<file path="src/rtl/demux16_collector_if.sv">
// Bit-serial producer / word consumer bundle for the 1-to-16 collector.
// The master side produces tagged bits and consumes words; the slave side is the collector.
interface demux16_collector_if #(
  parameter int WIDTH = 16,
  parameter int SEL_W = 4
);
  logic             in_bit;
  logic [SEL_W-1:0] in_sel;
  logic             in_valid;
  logic             in_ready;
  logic             clear;
  logic [WIDTH-1:0] out_word;
  logic             out_valid;
  logic             out_ready;
  logic [WIDTH-1:0] fill_mask;
  logic             dup_err;

  modport master (
    output in_bit, in_sel, in_valid, clear, out_ready,
    input  in_ready, out_word, out_valid, fill_mask, dup_err
  );

  modport slave (
    input  in_bit, in_sel, in_valid, clear, out_ready,
    output in_ready, out_word, out_valid, fill_mask, dup_err
  );
endinterface

</file>
<file path="src/rtl/demux16_collector.sv">
// Sequential 1-to-16 demultiplexer: steers tagged bits into a word and hands each
// completed word to a registered valid/ready output stage.
module demux16_collector #(
  parameter int WIDTH = 16,
  parameter int SEL_W = 4
) (
  input  logic                clk,
  input  logic                rst,
  demux16_collector_if.slave  bus
);

  typedef enum logic [0:0] {COLLECT = 1'b0, HOLD = 1'b1} state_t;

  state_t           state_q, state_n;
  logic [WIDTH-1:0] asm_q, asm_n;
  logic [WIDTH-1:0] mask_q, mask_n;
  logic [WIDTH-1:0] word_q, word_n;
  logic             valid_q, valid_n;
  logic             dup_q, dup_n;

  logic [WIDTH-1:0] sel_bit;
  logic [WIDTH-1:0] merged;
  logic             hit;
  logic             accept;
  logic             slot_free;

  assign bus.in_ready  = (state_q == COLLECT) && !bus.clear;
  assign accept        = bus.in_valid && bus.in_ready;
  assign slot_free     = !valid_q || bus.out_ready;
  assign sel_bit       = WIDTH'(1) << bus.in_sel;
  assign hit           = |(mask_q & sel_bit);

  assign bus.out_word  = word_q;
  assign bus.out_valid = valid_q;
  assign bus.fill_mask = mask_q;
  assign bus.dup_err   = dup_q;

  always_comb begin
    merged = asm_q;
    merged[bus.in_sel] = bus.in_bit;
  end

  // The completing bit is folded in via 'merged' so the word leaves on the same edge.
  always_comb begin
    state_n = state_q;
    asm_n   = asm_q;
    mask_n  = mask_q;
    word_n  = word_q;
    valid_n = valid_q;
    dup_n   = 1'b0;

    if (valid_q && bus.out_ready) begin
      valid_n = 1'b0;
    end

    if (bus.clear) begin
      asm_n   = '0;
      mask_n  = '0;
      state_n = COLLECT;
    end else begin
      case (state_q)
        COLLECT: begin
          if (accept) begin
            if (!hit && (&(mask_q | sel_bit))) begin
              if (slot_free) begin
                word_n  = merged;
                valid_n = 1'b1;
                asm_n   = '0;
                mask_n  = '0;
              end else begin
                asm_n   = merged;
                mask_n  = '1;
                state_n = HOLD;
              end
            end else begin
              asm_n  = merged;
              mask_n = mask_q | sel_bit;
              dup_n  = hit;
            end
          end
        end
        HOLD: begin
          // out_valid is always set here, so a drain reloads the slot without a bubble.
          if (valid_q && bus.out_ready) begin
            word_n  = asm_q;
            valid_n = 1'b1;
            asm_n   = '0;
            mask_n  = '0;
            state_n = COLLECT;
          end
        end
        default: state_n = COLLECT;
      endcase
    end
  end

  always_ff @(posedge clk or posedge rst) begin
    if (rst) begin
      state_q <= COLLECT;
      asm_q   <= '0;
      mask_q  <= '0;
      word_q  <= '0;
      valid_q <= 1'b0;
      dup_q   <= 1'b0;
    end else begin
      state_q <= state_n;
      asm_q   <= asm_n;
      mask_q  <= mask_n;
      word_q  <= word_n;
      valid_q <= valid_n;
      dup_q   <= dup_n;
    end
  end

endmodule

</file>
<file path="src/flat_wrapper.sv">
// flat-port wrapper written by rule: the top's interface ports become plain ports
module demux16_collector_flat 
#(
  parameter int WIDTH = 16,
  parameter int SEL_W = 4
)
  (clk, rst, bus_in_bit, bus_in_sel, bus_in_valid, bus_clear, bus_out_ready, bus_in_ready, bus_out_word, bus_out_valid, bus_fill_mask, bus_dup_err);
  demux16_collector_if #(.WIDTH(WIDTH), .SEL_W(SEL_W)) bus_i ();
  input  logic clk;
  input  logic rst;
  input wire logic [$bits(bus_i.in_bit)-1:0] bus_in_bit;
  input wire logic [$bits(bus_i.in_sel)-1:0] bus_in_sel;
  input wire logic [$bits(bus_i.in_valid)-1:0] bus_in_valid;
  input wire logic [$bits(bus_i.clear)-1:0] bus_clear;
  input wire logic [$bits(bus_i.out_ready)-1:0] bus_out_ready;
  output wire logic [$bits(bus_i.in_ready)-1:0] bus_in_ready;
  output wire logic [$bits(bus_i.out_word)-1:0] bus_out_word;
  output wire logic [$bits(bus_i.out_valid)-1:0] bus_out_valid;
  output wire logic [$bits(bus_i.fill_mask)-1:0] bus_fill_mask;
  output wire logic [$bits(bus_i.dup_err)-1:0] bus_dup_err;
  assign bus_i.in_bit = bus_in_bit;
  assign bus_i.in_sel = bus_in_sel;
  assign bus_i.in_valid = bus_in_valid;
  assign bus_i.clear = bus_clear;
  assign bus_i.out_ready = bus_out_ready;
  assign bus_in_ready = bus_i.in_ready;
  assign bus_out_word = bus_i.out_word;
  assign bus_out_valid = bus_i.out_valid;
  assign bus_fill_mask = bus_i.fill_mask;
  assign bus_dup_err = bus_i.dup_err;
  demux16_collector #(.WIDTH(WIDTH), .SEL_W(SEL_W)) u_core (.clk(clk), .rst(rst), .bus(bus_i));
endmodule
</file>
<file path="config.mk">
export PLATFORM = sky130hd
export DESIGN_NAME = demux16_collector_flat
export DESIGN_NICKNAME = d
export VERILOG_FILES = /design/src/rtl/demux16_collector_if.sv /design/src/rtl/demux16_collector.sv /design/src/flat_wrapper.sv
export SDC_FILE = /design/constraint.sdc
export NUM_CORES = 1
export LEC_CHECK = 0
export ABC_AREA = 1
export BUFFER_PORTS_ARGS = -buffer_cell sky130_fd_sc_hd__buf_2
export CORE_UTILIZATION = 55
export DETAILED_ROUTE_END_ITERATION = 10
export GPL_TIMING_DRIVEN = 0
export PLACE_DENSITY_LB_ADDON = 0.1
export SYNTH_ARGS = -nofsm -noshare
export SYNTH_HDL_FRONTEND = slang
export SYNTH_SLANG_ARGS = --single-unit
export TNS_END_PERCENT = 30
</file>
<file path="constraint.sdc">
create_clock -name clk -period 5.5 [get_ports clk]
set_clock_uncertainty 0.05 [all_clocks]
set_input_delay 1.1 -clock clk [delete_from_list [all_inputs] [get_ports clk]]
set_output_delay 1.1 -clock clk [all_outputs]
set_load 0.02 [all_outputs]
</file>
==> flow_summary.json, run 1 <==
{
  "outcome": "complete, no violations",
  "synth_fp_nets": 454,
  "start_kind": "input pin",
  "viasPerCell": 5.35,
  "syn_area_per_cell_um2": 6.81,
  "slew_headroom_pct": 55.0,
  "cp-end-kind": "register",
  "synth_largest_area_cell": "dfrtp_1",
  "drc": 0,
  "period_share_pct": 51.4,
  "num_vias": 3027,
  "htree_num_levels": 2,
  "ant_nets": 0,
  "fmax_mhz": 353,
  "area_growth_pct": 15.2,
  "antenna_found_initial": 0,
  "ys_types": 22,
  "power_leakage_nw": 1.90,
  "maxSlewViolCount": 0,
  "r2r_start": "u_core.state_q",
  "crit_arrival_ns": 2.97,
  "critPathKind": "in -> reg",
  "grtUsageTotal_pct": 27.3,
  "synth-seq-cells": 51,
  "cts_resized": 0,
  "multi_input_area_mm2": 0.00151,
  "fin_tns_setup_ns": 0,
  "grt_overflow": 0,
  "nFillCells": 488,
  "worst_pin_slew_ns": 0.673,
  "hp-class": "reg -> reg",
  "cts_tree": "built",
  "routed_wl_mm": 7.55,
  "root_buffer": "clkbuf_8",
  "drtIter0Drc": 278,
  "ff_latch_area_mm2": 0.00128,
  "port_buffers": 43,
  "r2r_cells": 8,
  "powerDensity_mw_per_mm2": 227,
  "grt_max_degree": 32,
  "fin_nets": 505,
  "synth_cells": 444,
  "rsz0062_at_grt": "false",
  "synth_seq_area_share_pct": 42.2,
  "finalHoldViolCount": 0,
  "fp.dieW_um": 76.2,
  "cts_buffers": 5,
  "synthTopCellsByArea": "dfrtp_1 42%, nand2_1 22%, nand3_1 7.9%, o21ai_0 5.1%, inv_1 5.0%",
  "r2r_slack_ns": 3.40,
  "grt_pass1_vias": 2680,
  "antennaDiodeCount": 0,
  "globalplace.congestion": 0.915,
  "cts.clk_slew.worst_paths_ns": 0.09,
  "setup_viol": 0,
  "clockBufferDepth": 2,
  "holdWs_ns": 0.425,
  "initial_core_util_pct": 58.1,
  "die_h_um": 76.2,
  "critPathMaxFanout": 10,
  "dp_hpwl_mm": 5.63,
  "io_pins": 45,
  "period_minus_slack_ns": 2.83,
  "ir_worst_vdd_mv": 0.114,
  "drv_cap": 0,
  "yosysWarningCount": 0,
  "firstDrtPassIters": 5,
  "grt_pass1_wl_mm": 12.7,
  "cp_data_required_time_ns": 5.64,
  "yosysTopAreaCellShare_pct": 42.2,
  "worstHoldEndpoint": "u_core.bus.out_word[8]",
  "hold_buffers": 0,
  "hp-start": "u_core.bus.out_word[8]",
  "r2r-end": "u_core.asm_q[12]",
  "clock_latency_ns": 0.30,
  "cts_sinks": 51,
  "holdPathStages": 2,
  "coreArea_mm2": 0.00520,
  "die_area_mm2": 0.00580,
  "layout-drive-gt1-share_pct": 14.3,
  "cts_setup_buffers": 0,
  "num_rows": 26,
  "wl_per_cell_um": 13.3,
  "synth_area_mm2": 0.00303
}
cell type report:
class	instances	area share, %
inverters	42	4.52
multi-input cells	333	43.2
flip-flops and latches	51	36.6
clock inverters	3	1.94
clock buffers	5	1.97
plain buffers	18	2.44
repair buffers	44	6.75
well taps	70	2.51
cells in the mapped netlist:
| cell type | instances |
|---|---|
| nand2_1 | 179 |
| dfrtp_1 | 51 |
| nand3_1 | 48 |
| inv_1 | 40 |
| o21ai_0 | 31 |
| nor2_1 | 26 |
| a21oi_1 | 19 |
| nand3b_1 | 17 |
| clkbuf_1 | 10 |
| buf_2 | 5 |
| nor2_4 | 4 |
| inv_2 | 2 |
| nand2_4 | 2 |
| nor2_2 | 2 |
| a211oi_2 | 1 |
| and3_1 | 1 |
| buf_1 | 1 |
| buf_4 | 1 |
| buf_6 | 1 |
| nor3_1 | 1 |
| o211ai_1 | 1 |
| o21bai_1 | 1 |
worst max path at each step:
stage / cells past startpoint / start / end
floorplan: 2 / bus_clear / bus_in_ready
global placement: 2 / rst / u_core.bus.fill_mask[11]
detailed placement: 12 / bus_in_sel[1] / u_core.asm_q[12]
CTS: 12 / bus_in_sel[1] / u_core.asm_q[6]
global route: 12 / bus_in_sel[1] / u_core.asm_q[5]
finish: 12 / bus_in_sel[1] / u_core.asm_q[12]
state kept, by name (all words and copies together) (netlist names):
name	count
u_core.bus.dup_err	1
u_core.bus.out_word	16
u_core.bus.fill_mask	16
u_core.state_q	1
u_core.asm_q	16
u_core.bus.out_valid	1
per-stage QoR:
step | worst slack [ns] | util [%] | total power [mW] | cells | cell area [um2]
6_report | 2.67 | 66.9 | 0.790 | 566 | 3480
3_3_place_gp | 2.48 | 63.9 | 0.485 | 557 | 3330
4_1_cts | 2.75 | 66.9 | 0.794 | 566 | 3480
2_1_floorplan | 2.82 | - | 0.459 | 444 | 3030
5_1_grt | 2.53 | 66.9 | 0.825 | 566 | 3480
3_5_place_dp | 2.45 | 64.3 | 0.490 | 558 | 3350
logic make-up after synthesis:
kind of cell / synth area share, %
buffers and inverters: 8.02
AND/OR/NAND/NOR: 40.6
AO/OA/AOI/OAI: 9.18
flip-flops: 42.2
per-layer routing:
metal	part of all wire (%)	global-route usage, %
met1	45	38.2
met3	6.7	4.19
met5	0	0
met2	46	45.0
met4	1.6	6.15
power breakdown:
part | leakage [nW] | switching, mW | total [mW] | internal (mW)
sequential | 0.707 | 0.00631 | 0.390 | 0.384
combinational | 1.13 | 0.0665 | 0.0931 | 0.0266
clock | 0.0644 | 0.125 | 0.306 | 0.181
total | 1.90 | 0.198 | 0.790 | 0.592
layout by cell type (no fill, tap or decap):
cell	n
buf_4	1
buf_6	1
o211ai_1	1
nand2_4	2
a211oi_2	1
buf_12	1
nor2_4	4
clkbuf_1	10
nor2_1	26
buf_2	48
o21ai_0	31
nor3_1	1
bufinv_16	2
o21bai_1	1
nand3b_1	17
a21oi_1	19
clkinvlp_4	1
buf_1	1
dfrtp_1	51
inv_1	39
nor2_2	2
and3_1	1
clkbuf_8	5
inv_2	3
nand3_1	48
nand2_1	179
worst max-delay path, stage by stage:
cell      delay (ns)
buf_2           0.14
nor2_2          0.32
nand2_1         0.18
nand2_1         0.19
nand2_1         0.08
nor2_1          0.12
nand2_1         0.06
nor2_1          0.14
nand3b_1        0.20
buf_2           0.26
nand3b_1        0.11
nand2_1         0.07
Power figures use the tool's default switching activity.
==> run 2, diff against run 1 <==
- ABC_AREA: 1 -> 0
- CORE_UTILIZATION: 55 -> 52
- clock period: 5.5 -> 2.6 ns (I/O delays scaled with it)
==> run 2 against run 1 <==
- global-route usage fell by 0.35 points
- flip-flop and latch count did not move
- synthesized cell count fell by 33%
- critical path depth decreased by 1
- setup slack worse by 2.6 ns
- wire length grew 6.2%
- cell count fell by 25%
- die area increased by 8.2%
- critical endpoint is now u_core.bus.fill_mask[6]
- hold slack got worse by 0.27 ns
- combinational power is 120% higher
- clock power rose by 54%
==> flow_summary.json, run 2 <==
{
  "synth-seq-cells": 51,
  "drv_cap": 0,
  "synth_async_sr_flop_share_pct": 100,
  "initial_core_util_pct": 55.0,
  "io_pins": 45,
  "finalHoldViolCount": 0,
  "globalplace.congestion": 0.993,
  "cts_tree": "built",
  "synth_commonest_cells": "51 x dfrtp_1, 41 x o21ai_0, 34 x nand2_1",
  "synth_most_common_cell": "dfrtp_1",
  "num_vias": 2636,
  "power_leakage_nw": 1.62,
  "num_rows": 27,
  "viasPerCell": 6.22,
  "synth_seq_area_share_pct": 41.2,
  "synth_area_mm2": 0.00310,
  "layout-drive-gt1-share_pct": 34.1,
  "area_growth_pct": 16.9,
  "grt_max_degree": 32,
  "layout_common_cells": "51 x dfrtp_1, 46 x buf_2, 41 x o21ai_0",
  "cts_buffers": 5,
  "synthTopCellsByArea": "dfrtp_1 41%, o21ai_0 6.6%, mux2_4 4.8%, o2bb2ai_2 4.4%, nand2_1 4.1%",
  "fin_total_pwr_mw": 1.49,
  "worst_pin_slew_ns": 0.782,
  "powerDensity_mw_per_mm2": 411,
  "yosysWarningCount": 0,
  "grt_pass1_vias": 2384,
  "fmax_mhz": 396,
  "finalWorstSetupSlack_ns": 0.0772,
  "die_area_mm2": 0.00628,
  "drtIter0Drc": 219,
  "synth_fp_nets": 307,
  "period_minus_slack_ns": 2.52,
  "dp_hpwl_mm": 5.83,
  "grtUsageTotal_pct": 27.0,
  "fp.dieW_um": 79.2,
  "final_common_cell": "dfrtp_1",
  "htree_num_levels": 2,
  "synth_edf_count": 0,
  "critPathKind": "in -> reg",
  "coreArea_mm2": 0.00564,
  "ys.flop_type": "dfrtp_1",
  "grt_overflow": 0,
  "start_kind": "input pin",
  "setup_viol": 0,
  "die_h_um": 79.2,
  "synth_largest_area_cell": "dfrtp_1",
  "wl_per_cell_um": 18.9,
  "hp-class": "in -> async",
  "final_core_util_pct": 64.3,
  "ir_worst_vdd_mv": 0.251,
  "dp_slack_ns": -0.475,
  "maxSlewViolCount": 0,
  "cp_data_required_time_ns": 2.74,
  "fin_nets": 361,
  "antennaDiodeCount": 0,
  "antenna_found_initial": 0,
  "clockBufferDepth": 2,
  "period_share_pct": 97.0,
  "routed_wl_mm": 8.02,
  "ant_nets": 0,
  "outcome": "complete, no violations",
  "grt_pass1_wl_mm": 12.8,
  "slew_headroom_pct": 47.6,
  "synth_cells": 297,
  "ys_types": 53,
  "clock_latency_ns": 0.31,
  "crit_arrival_ns": 2.66,
  "firstDrtPassIters": 5,
  "port_buffers": 42,
  "critPathMaxFanout": 10,
  "yosysTopAreaCellShare_pct": 41.2,
  "root_buffer": "clkbuf_8",
  "cp-end-kind": "register",
  "drc": 0,
  "cts_sinks": 51,
  "syn_area_per_cell_um2": 10.4,
  "hold_buffers": 0,
  "cts.clk_slew.worst_paths_ns": 0.10
}
run 2: final timing paths:
check                                         from                      end  slack [ns]  cells after the start
min in group clk                         bus_clear           u_core.state_q        0.40                      2
hold reg to reg                    u_core.asm_q[2]          u_core.asm_q[2]        0.44                      1
setup / recovery                     bus_in_sel[2]  u_core.bus.fill_mask[6]        0.08                     11
setup reg to reg           u_core.bus.fill_mask[2]  u_core.bus.fill_mask[6]        0.28                      9
max in group asynchronous                      rst       u_core.bus.dup_err        1.82                      3
hold / removal                                 rst  u_core.bus.out_word[10]        0.15                      2
run 2: area by class of cell:
type	instances	area [um2]
clock inverter	3	20.0
clock buffer	5	68.8
sequential	51	1280
inverter	5	18.8
multi-input combinational	214	1680
tap	72	90.1
buffer	27	194
fill	473	2020
timing repair buffer	47	278
run 2: kinds of logic (layout without fill, tap and decap cells):
| group | Yosys count | count (layout) | synth area share, % |
|---|---|---|---|
| AND/OR/NAND/NOR | 86 | 86 | 17.4 |
| flip-flops | 51 | 51 | 41.2 |
| multiplexers | 18 | 18 | 7.67 |
| AO/OA/AOI/OAI | 110 | 110 | 27.1 |
| buffers and inverters | 32 | 87 | 6.70 |
run 2: worst max-delay path, stage by stage:
cell and delay, ns:
buf_2 0.11, buf_6 0.14, buf_6 0.15, nor4b_4 0.27
nand2_1 0.10, a22oi_2 0.27, nand4_4 0.19, o31ai_4 0.39
buf_4 0.18, buf_2 0.22, o22ai_1 0.12
run 2: metrics by stage:
stage	cell area, um2	hold WS [ns]	TNS, ns	std cells
after floorplan	3100	0.400	0	297
after global placement	3400	0.417	-19.59	411
after detailed placement	3420	0.418	-16.30	412
after CTS	3520	0.176	0	420
after global routing	3630	0.176	-0.0133	424
final	3630	0.154	0	424
run 2: where the power goes:
group	leakage [nW]	switching, mW	internal [mW]
registers	0.709	0.0101	0.802
clock network	0.0402	0.282	0.188
logic	0.875	0.134	0.0747
run 2: routing by layer:
| layer | global-route usage, % | wire length (um) | up-vias |
|---|---|---|---|
| met1 | 39.2 | 3690 | 1275 |
| met2 | 41.3 | 3730 | 111 |
| li1 | - | - | 1239 |
| met5 | 0 | 0 | - |
| met3 | 4.37 | 507 | 11 |
| met4 | 7.64 | 93 | 0 |
run 2: timing repair:
action,CTS,global route
buffers inserted,0,3
pin swaps,1,6
resized for setup,2,11
cloned,0,1
setup endpoints to repair,33,31
